**src/rtl/mdu_pkg.sv**
```systemverilog
// Shared encodings and helpers for the iterative multiply/divide unit.
package mdu_pkg;

    localparam int unsigned DEFAULT_WIDTH = 32;

    typedef enum logic [1:0] {
        OpMult  = 2'd0,
        OpMultu = 2'd1,
        OpDiv   = 2'd2,
        OpDivu  = 2'd3
    } op_e;

    typedef enum logic [1:0] {
        StIdle   = 2'd0,
        StCalc   = 2'd1,
        StFinish = 2'd2
    } state_e;

    function automatic logic is_signed_op(input op_e op);
        return (op == OpMult) || (op == OpDiv);
    endfunction

    function automatic logic is_div_op(input op_e op);
        return (op == OpDiv) || (op == OpDivu);
    endfunction

endpackage

```
**src/rtl/mult_div_unit.sv**
```systemverilog
// Iterative MULT/MULTU/DIV/DIVU unit: one bit per cycle on operand magnitudes,
// sign fix-up in a final cycle, results held in architectural HI/LO.
module mult_div_unit
    import mdu_pkg::*;
#(
    parameter int unsigned WIDTH = DEFAULT_WIDTH
) (
    input  logic             clock,
    input  logic             reset,
    input  logic             start,
    input  logic [1:0]       op,
    input  logic [WIDTH-1:0] operand_a,
    input  logic [WIDTH-1:0] operand_b,
    input  logic             hi_write,
    input  logic             lo_write,
    input  logic [WIDTH-1:0] write_data,
    output logic             busy,
    output logic             done,
    output logic             div_by_zero,
    output logic [WIDTH-1:0] hi_out,
    output logic [WIDTH-1:0] lo_out
);

    localparam int unsigned CNT_W = (WIDTH > 1) ? $clog2(WIDTH) : 1;

    state_e             state_q, state_d;
    op_e                op_q;
    logic [WIDTH-1:0]   a_q, b_q, a_mag_q, b_mag_q;
    logic [2*WIDTH-1:0] acc_q;
    logic [WIDTH:0]     rem_q;
    logic [CNT_W-1:0]   cnt_q;
    logic [WIDTH-1:0]   hi_q, lo_q;
    logic               done_q, dbz_q;

    op_e              op_in;
    logic             op_in_signed;
    logic [WIDTH-1:0] a_mag_in, b_mag_in;

    assign op_in        = op_e'(op);
    assign op_in_signed = is_signed_op(op_in);
    assign a_mag_in     = (op_in_signed && operand_a[WIDTH-1]) ? -operand_a : operand_a;
    assign b_mag_in     = (op_in_signed && operand_b[WIDTH-1]) ? -operand_b : operand_b;

    // Shift-add step: the carry out of the upper half lands in the MSB after the shift.
    logic [WIDTH:0] mul_sum;
    assign mul_sum = {1'b0, acc_q[2*WIDTH-1:WIDTH]} + (acc_q[0] ? {1'b0, a_mag_q} : '0);

    // Restoring-division step; the quotient shifts through the low half of acc_q.
    logic [WIDTH:0] div_shift, div_rem;
    logic           div_ge;
    assign div_shift = {rem_q[WIDTH-1:0], acc_q[WIDTH-1]};
    assign div_ge    = div_shift >= {1'b0, b_mag_q};
    assign div_rem   = div_ge ? (div_shift - {1'b0, b_mag_q}) : div_shift;

    logic unused_rem_msb;
    assign unused_rem_msb = rem_q[WIDTH];

    logic [2*WIDTH-1:0] prod_fix;
    logic [WIDTH-1:0]   quo_fix, rem_fix, fin_hi, fin_lo;
    logic               div_zero, sign_diff;

    always_comb begin
        sign_diff = a_q[WIDTH-1] ^ b_q[WIDTH-1];
        div_zero  = (b_q == '0);
        prod_fix  = (op_q == OpMult && sign_diff) ? -acc_q : acc_q;
        quo_fix   = (op_q == OpDiv && sign_diff) ? -acc_q[WIDTH-1:0] : acc_q[WIDTH-1:0];
        rem_fix   = (op_q == OpDiv && a_q[WIDTH-1]) ? -rem_q[WIDTH-1:0] : rem_q[WIDTH-1:0];
        fin_hi    = prod_fix[2*WIDTH-1:WIDTH];
        fin_lo    = prod_fix[WIDTH-1:0];
        if (is_div_op(op_q)) begin
            fin_hi = div_zero ? a_q : rem_fix;
            fin_lo = div_zero ? '1 : quo_fix;
        end
    end

    always_comb begin
        state_d = state_q;
        case (state_q)
            StIdle:   if (start) state_d = StCalc;
            StCalc:   if (cnt_q == CNT_W'(WIDTH - 1)) state_d = StFinish;
            StFinish: state_d = StIdle;
            default:  state_d = StIdle;
        endcase
    end

    always_ff @(posedge clock or negedge reset) begin
        if (!reset) begin
            state_q <= StIdle;
        end else begin
            state_q <= state_d;
        end
    end

    always_ff @(posedge clock or negedge reset) begin
        if (!reset) begin
            op_q    <= OpMult;
            a_q     <= '0;
            b_q     <= '0;
            a_mag_q <= '0;
            b_mag_q <= '0;
            acc_q   <= '0;
            rem_q   <= '0;
            cnt_q   <= '0;
            hi_q    <= '0;
            lo_q    <= '0;
            done_q  <= 1'b0;
            dbz_q   <= 1'b0;
        end else begin
            done_q <= 1'b0;
            dbz_q  <= 1'b0;
            case (state_q)
                StIdle: begin
                    if (hi_write) hi_q <= write_data;
                    if (lo_write) lo_q <= write_data;
                    if (start) begin
                        op_q    <= op_in;
                        a_q     <= operand_a;
                        b_q     <= operand_b;
                        a_mag_q <= a_mag_in;
                        b_mag_q <= b_mag_in;
                        acc_q   <= {{WIDTH{1'b0}}, is_div_op(op_in) ? a_mag_in : b_mag_in};
                        rem_q   <= '0;
                        cnt_q   <= '0;
                    end
                end
                StCalc: begin
                    cnt_q <= cnt_q + CNT_W'(1);
                    if (is_div_op(op_q)) begin
                        acc_q[WIDTH-1:0] <= {acc_q[WIDTH-2:0], div_ge};
                        rem_q            <= div_rem;
                    end else begin
                        acc_q <= {mul_sum, acc_q[WIDTH-1:1]};
                    end
                end
                StFinish: begin
                    hi_q   <= fin_hi;
                    lo_q   <= fin_lo;
                    done_q <= 1'b1;
                    dbz_q  <= is_div_op(op_q) && div_zero;
                end
                default: ;
            endcase
        end
    end

    assign busy        = (state_q != StIdle);
    assign done        = done_q;
    assign div_by_zero = dbz_q;
    assign hi_out      = hi_q;
    assign lo_out      = lo_q;

endmodule

```
**config.mk**
```make
export PLATFORM = sky130hd
export DESIGN_NAME = mult_div_unit
export DESIGN_NICKNAME = d
export VERILOG_FILES = /design/src/rtl/mdu_pkg.sv /design/src/rtl/mult_div_unit.sv
export SDC_FILE = /design/constraint.sdc
export NUM_CORES = 1
export LEC_CHECK = 0
export ABC_AREA = 1
export BUFFER_PORTS_ARGS = -buffer_cell sky130_fd_sc_hd__buf_4
export CORE_ASPECT_RATIO = 0.75
export CORE_UTILIZATION = 45
export CTS_CLUSTER_DIAMETER = 80
export DETAILED_ROUTE_END_ITERATION = 12
export PLACE_DENSITY = 0.65
export SETUP_SLACK_MARGIN = 0.15
export SYNTH_ARGS = -nofsm -noshare
export SYNTH_HDL_FRONTEND = slang
export SYNTH_SLANG_ARGS = --single-unit
```
**constraint.sdc**
```tcl
create_clock -name clock -period 2.5 [get_ports clock]
set_input_delay 0.125 -clock clock [delete_from_list [all_inputs] [get_ports clock]]
set_output_delay 0.125 -clock clock [all_outputs]
set_load 0.01 [all_outputs]
```
# [Word-level counts from Yosys, hierarchy flattened]
# Index checks and enable logic that the tools add are counted.
# W data, S select, Z words.
[word_totals] ff_bits=299 out_inout_bits=67 wordCells=90
[classes] add_sub_neg=8 order_cmp=1 n_eq_ne=13 mux=30 n_bitwise=1 reduce_logical=23
[ops] op="$mux W32" count=17
[ops] op="$pmux W32 S2" count=3
[ops] op="$mux W64" count=2
[ops] op="$neg A32 Y32" count=4
[ops] op="$pmux W64 S2" count=1
[ops] op="$neg A64 Y64" count=1
[ops] op="$add A32 B32 Y33" count=1
[ops] op="$ge A33 B32 Y1" count=1
[ops] op="$logic_not A32 Y1" count=1
[ops] op="$sub A32 B32 Y32" count=1
[ops] op="$ne A2 B2 Y1 const B" count=6
[ops] op="$eq A2 B2 Y1 const B" count=5
[ops] op="$pmux W5 S2" count=1
[ops] op="$reduce_and A2 Y1" count=5
[ops] op="$logic_and A1 B1 Y1" count=6
[ops] op="$logic_not A2 Y1" count=3
[ops] op="$reduce_and A3 Y1" count=2
[ops] op="$reduce_bool A2 Y1" count=3
[ops] op="$add A5 B1 Y5 const B" count=1
[ops] op="$eq A5 B5 Y1 const B" count=1
[ops] op="$mux W5" count=1
[ops] op="$mux W2" count=2
[ops] op="$pmux W2 S2" count=1
[ops] op="$logic_or A1 B1 Y1" count=3
[ops] op="other kinds (3)" count=4

# [Longest topological paths before layout]
[logic_depth] word_depth=7 mapped_depth=19 depth_no_buf=17

# [Least setup slack after synthesis]
# No wires, ideal clock.
[synth_path] kind="register to register" start="register acc_q[0]" end="register acc_q[59]" setup_ns=0.127 arrival_ns=2.469 required_time_ns=2.373 slack_ns=-0.097 path_stages_with_launch=16 path_cell_list="dfrtp_1 > buf_2 > buf_1 > nand2_1 > inv_1 > ha_1 > inv_1 > fa_1 > inv_1 > nand3_1 > nand3_1 > a21oi_1 > o21ai_0 > nand3_1 > a21oi_1 > o22ai_1"
[synth_via] elab_chain_len=4
[synth_rtl] element="start, declared" line_no="mult_div_unit.sv:29" rtl="logic [2*WIDTH-1:0] acc_q;"
[synth_rtl] element="start signal, assigned" line_no="mult_div_unit.sv:121" rtl="acc_q <= {{WIDTH{1'b0}}, is_div_op(op_in) ? a_mag_in : b_mag_in};"
[synth_rtl] element="start signal, assigned by index" line_no="mult_div_unit.sv:129" rtl="acc_q[WIDTH-1:0] <= {acc_q[WIDTH-2:0], div_ge};"
[synth_rtl] element="start signal, assigned" line_no="mult_div_unit.sv:132" rtl="acc_q <= {mul_sum, acc_q[WIDTH-1:1]};"
[synth_rtl] element="$mux W32" line_no="mult_div_unit.sv:46" rtl="assign mul_sum = {1'b0, acc_q[2*WIDTH-1:WIDTH]} + (acc_q[0] ? {1'b0, a_mag_q} : '0);"
[synth_rtl] element="$add A32 B32 Y33" line_no="mult_div_unit.sv:46"
[synth_rtl] element="$mux W32" line_no="mult_div_unit.sv:128" rtl="if (is_div_op(op_q)) begin"
[synth_rtl] element="$pmux W64 S2" line_no="mult_div_unit.sv:111" rtl="case (state_q)"
# Every way passes these cells. The select of a mux whose other input is x is not followed.
# A chain may end at the register's enable or synchronous reset.

# [Worst setup path after layout]
[layout_path] start="register acc_q[0]" end="register acc_q[63]"
# The elaborated chain is that of the path after synthesis.

==> results.md <==
* Unique cell type count in the Yosys netlist at 52
* Arrival @ worst endpoint at 2.93 ns
* Hold Worst Slack at 0.0306 ns
* Clock Sinks at 297
* Worst R2R Setup Slack at 0.07 ns
* Top Metal Used: met4
* Total via count in the routed design at 27,633
* Number of flops mapped to enable cells by yosys at 0
* Residual DRC at 0
* Die width at 263 µm
* CP Launch Point: acc_q[0]
* Largest fanout of any net on the critical path at 6
* Initial antenna violation count at 0
* CTS max path bufs at 3
* Post-synthesis area per instance at 6.37 µm²
* F_max at 412 MHz
* Initial cell density of the core at 45.7%
* Detailed Route Iter0 Violations at 3,863
* Post-synthesis instance total at 3,617
* Critical register-to-register path endpoint: acc_q[63]
* Wire length of the first global-routing pass at 154,000 µm
* Hold crit path type: in -> reg
* Worst setup path end: acc_q[63]
* Power Total at 0.0483 W
* Data required time of the critical path at 3.00 ns
* Num CTS Buffers at 36
* Routed length on met2 at 41,400 µm
* Synthesized flop and latch total at 297
* Number of top-level pins at 170
* Measured slew at the worst slew-check pin at 1.12 ns
* Routed via count divided by cell count at 5.81
* Post-Synthesis Cell Area at 23,000 µm²
* Max-Slew Margin vs Limit at 25.4%
* Detailed-routing iteration count for the pre-antenna-repair pass at 6
* Final setup fails at 0
* Share of the yosys chip area belonging to registers at 32.3%
* Largest cells by area after synthesis: sky130_fd_sc_hd__dfrtp_1, sky130_fd_sc_hd__nand2_1, sky130_fd_sc_hd__nor2_1
* Worst Setup Start Kind: flip-flop
* Proportion of layout cells with a drive suffix above 1 at 24.0%
* Routed length per instance at 22.5 µm
* Area of the core at 50,400 µm²
* Placed wire-length estimate at 82,500 µm
* Met1 wire length at 47,300 µm
* Critical register-to-register path startpoint: acc_q[0]
* Largest area contributor in the netlist: sky130_fd_sc_hd__dfrtp_1
* IO Port Bufs at 169
* Worst clock skew at 0.0189 ns
* Total nets after synthesis at 3,792
* Die Height at 198 µm
* Clock insertion delay at the later pin of the skew report at 0.58 ns
* Length of routed met3 wiring at 15,800 µm
* Leakage power figure at 14.7 nW
* Clock edge transition at the registers on the reported setup and hold paths at 0.07 ns
* Global-route congestion overflow total at 0
* Sum of routed wire length over all layers at 107,000 µm
* Sort of element at the end of the critical path: flip-flop
* Worst Reg-to-Reg Cells at 16
* Synth top area share at 32.3%
* Cell Rows at 71
* Predominant post-synthesis flop cell: sky130_fd_sc_hd__dfrtp_1
* Max-cap violation count at 0
* Number of global-route vias before repair at 24,335
* RD Place Congestion at 1.05
* Count of antenna-violating nets left after detailed routing at 0
* Origin of the worst min-delay path: write_data[19]
* Post-route minimum period at 2.43 ns
* Total count of max-transition violations in the final report at 0
* Power density over the cells at 1540 nW/µm²
* CTS tree: built
* Synthesis-to-layout area growth at 36.2%
* Floorplan die area at 52,100 µm²
* Max H-tree Level at 2
* Category of the critical setup timing path: reg -> reg
* Global-route total usage across every layer at 39.5%
* Final Cycle Share at 97.1%
* Clock tree root driver cell: sky130_fd_sc_hd__clkbuf_16
* Count of warnings emitted by yosys at 0
* Maximum number of pins on one net before global-route repair at 159
* Final core area utilization at 62.3%
* Outcome: finished, final reports clean
* # diodes at 0
* Unrepaired setup endpoints after global routing: yes
* Hold violation total from the final report at 0
* Maximum resistive drop on vdd at 1330 µV
* Share of flip-flops with an asynchronous set or reset after synthesis at 100%
* Fin nets at 4,250
-- worst min-delay path by stage --
stage | to | slack [ns] | cells after the start
after floorplan | a_mag_q[10] | -0.17 | 0
after global placement | rem_q[30] | 0.13 | 1
after detailed placement | rem_q[30] | 0.13 | 1
after CTS | hi_out[5] | 0.008 | 5
after global routing | hi_out[5] | 0.05 | 5
final | lo_out[19] | 0.03 | 5
-- Yosys cell counts (17+ instances only) --
cell type and number:
sky130_fd_sc_hd__nand2_1 977, sky130_fd_sc_hd__nor2_1 588, sky130_fd_sc_hd__inv_1 375, sky130_fd_sc_hd__nand3_1 317, sky130_fd_sc_hd__dfrtp_1 297, sky130_fd_sc_hd__o21ai_0 239, sky130_fd_sc_hd__a21oi_1 195, sky130_fd_sc_hd__clkbuf_1 80
sky130_fd_sc_hd__ha_1 70, sky130_fd_sc_hd__xor2_1 62, sky130_fd_sc_hd__a31oi_1 43, sky130_fd_sc_hd__nand4_1 43, sky130_fd_sc_hd__a221oi_1 31, sky130_fd_sc_hd__buf_2 29, sky130_fd_sc_hd__nor3_1 29, sky130_fd_sc_hd__a22oi_1 27
sky130_fd_sc_hd__o211ai_1 23, sky130_fd_sc_hd__o21ai_1 17
-- cell usage in the layout, fill, tap and decap left out, drive strengths merged, types with 4 or more instances in the layout --
master	n
o21bai	13
buf	455
a221oi	31
dfrtp	297
inv	388
o211ai	23
o21a	10
a31oi	43
a22oi	27
nor2	603
nand4	43
a21boi	4
ha	70
xor2	62
clkbuf	56
a21oi	195
xnor2	16
nand3	324
o22ai	10
clkinv	13
and2	4
nand3b	11
a21o	9
nand2	985
dlygate4sd3	92
o21ai	260
nor3	32
-- through the flow --
| stage | TNS, ns | cell area, µm² | std cells | setup slack (ns) |
|---|---|---|---|---|
| 2_1_floorplan | 0 | 23000 | 3617 | 0.185 |
| 3_3_place_gp | -0.00625 | 26400 | 4534 | -0.00625 |
| 3_5_place_dp | -0.156 | 26400 | 4534 | -0.0479 |
| 4_1_cts | 0 | 28800 | 4696 | 0.0677 |
| 5_1_grt | -0.0633 | 31400 | 4759 | -0.0275 |
| 6_report | 0 | 31400 | 4759 | 0.0719 |
-- registers in the layout, indices dropped and copies added, names as in the netlist --
register	cells
cnt_q	5
div_by_zero	1
state_q	2
done	1
hi_out	32
a_mag_q	31
lo_out	32
a_q	32
b_q	32
rem_q	32
op_q	2
b_mag_q	31
acc_q	64
-- worst max-delay path: stages, from the launching register on --
cell and delay [ns]:
sky130_fd_sc_hd__dfrtp_2 0.50, sky130_fd_sc_hd__buf_6 0.16, sky130_fd_sc_hd__buf_6 0.12, sky130_fd_sc_hd__nand2_1 0.05
sky130_fd_sc_hd__inv_1 0.06, sky130_fd_sc_hd__ha_4 0.33, sky130_fd_sc_hd__nand2_1 0.09, sky130_fd_sc_hd__nor2_1 0.15
sky130_fd_sc_hd__a21oi_2 0.08, sky130_fd_sc_hd__buf_6 0.13, sky130_fd_sc_hd__o21ai_4 0.23, sky130_fd_sc_hd__nand3_4 0.15
sky130_fd_sc_hd__nand2_2 0.09, sky130_fd_sc_hd__nand2_1 0.05, sky130_fd_sc_hd__nand2_1 0.06, sky130_fd_sc_hd__nand2_1 0.05
sky130_fd_sc_hd__o21ai_1 0.08
-- area by class of cell --
class                      instances  area [µm²]
inverter                         392        1510
multi-input combinational       2795       15600
sequential                       297        7440
clock inverter                    15         204
tap                              657         822
clock buffer                      50        1040
timing repair buffer             553        4750
fill                            4615       19000
-- routing by layer --
layer	GRT usage (%)	vias up
met3	12.1	151
met2	51.8	1649
met5	0	-
li1	-	12781
met1	61.0	13052
met4	9.77	0
-- logic make-up after synthesis --
logic type	after synthesis	synth area share, %
compound gates	638	15.9
simple gates	2006	35.9
fa+ha+maj	72	3.98
xor+xnor	78	2.97
flops	297	32.3
buf+inv	526	8.96
-- power by group --
group | switching, W | internal (W)
clock | 0.00246 | 0.00327
sequential | 0.00260 | 0.00721
combinational | 0.0198 | 0.0130
total | 0.0249 | 0.0234
-- repair_timing --
action / 4_1_cts / 5_1_grt
pin swaps: 11 / 99
setup buffers: 4 / 54
hold buffers: 92 / 0
cloned: 1 / 9
setup endpoints to repair: 68 / 119
endpoints found under the hold margin: 223 / 0
resized for setup: 67 / 537
Power figures use the tool's default switching activity.
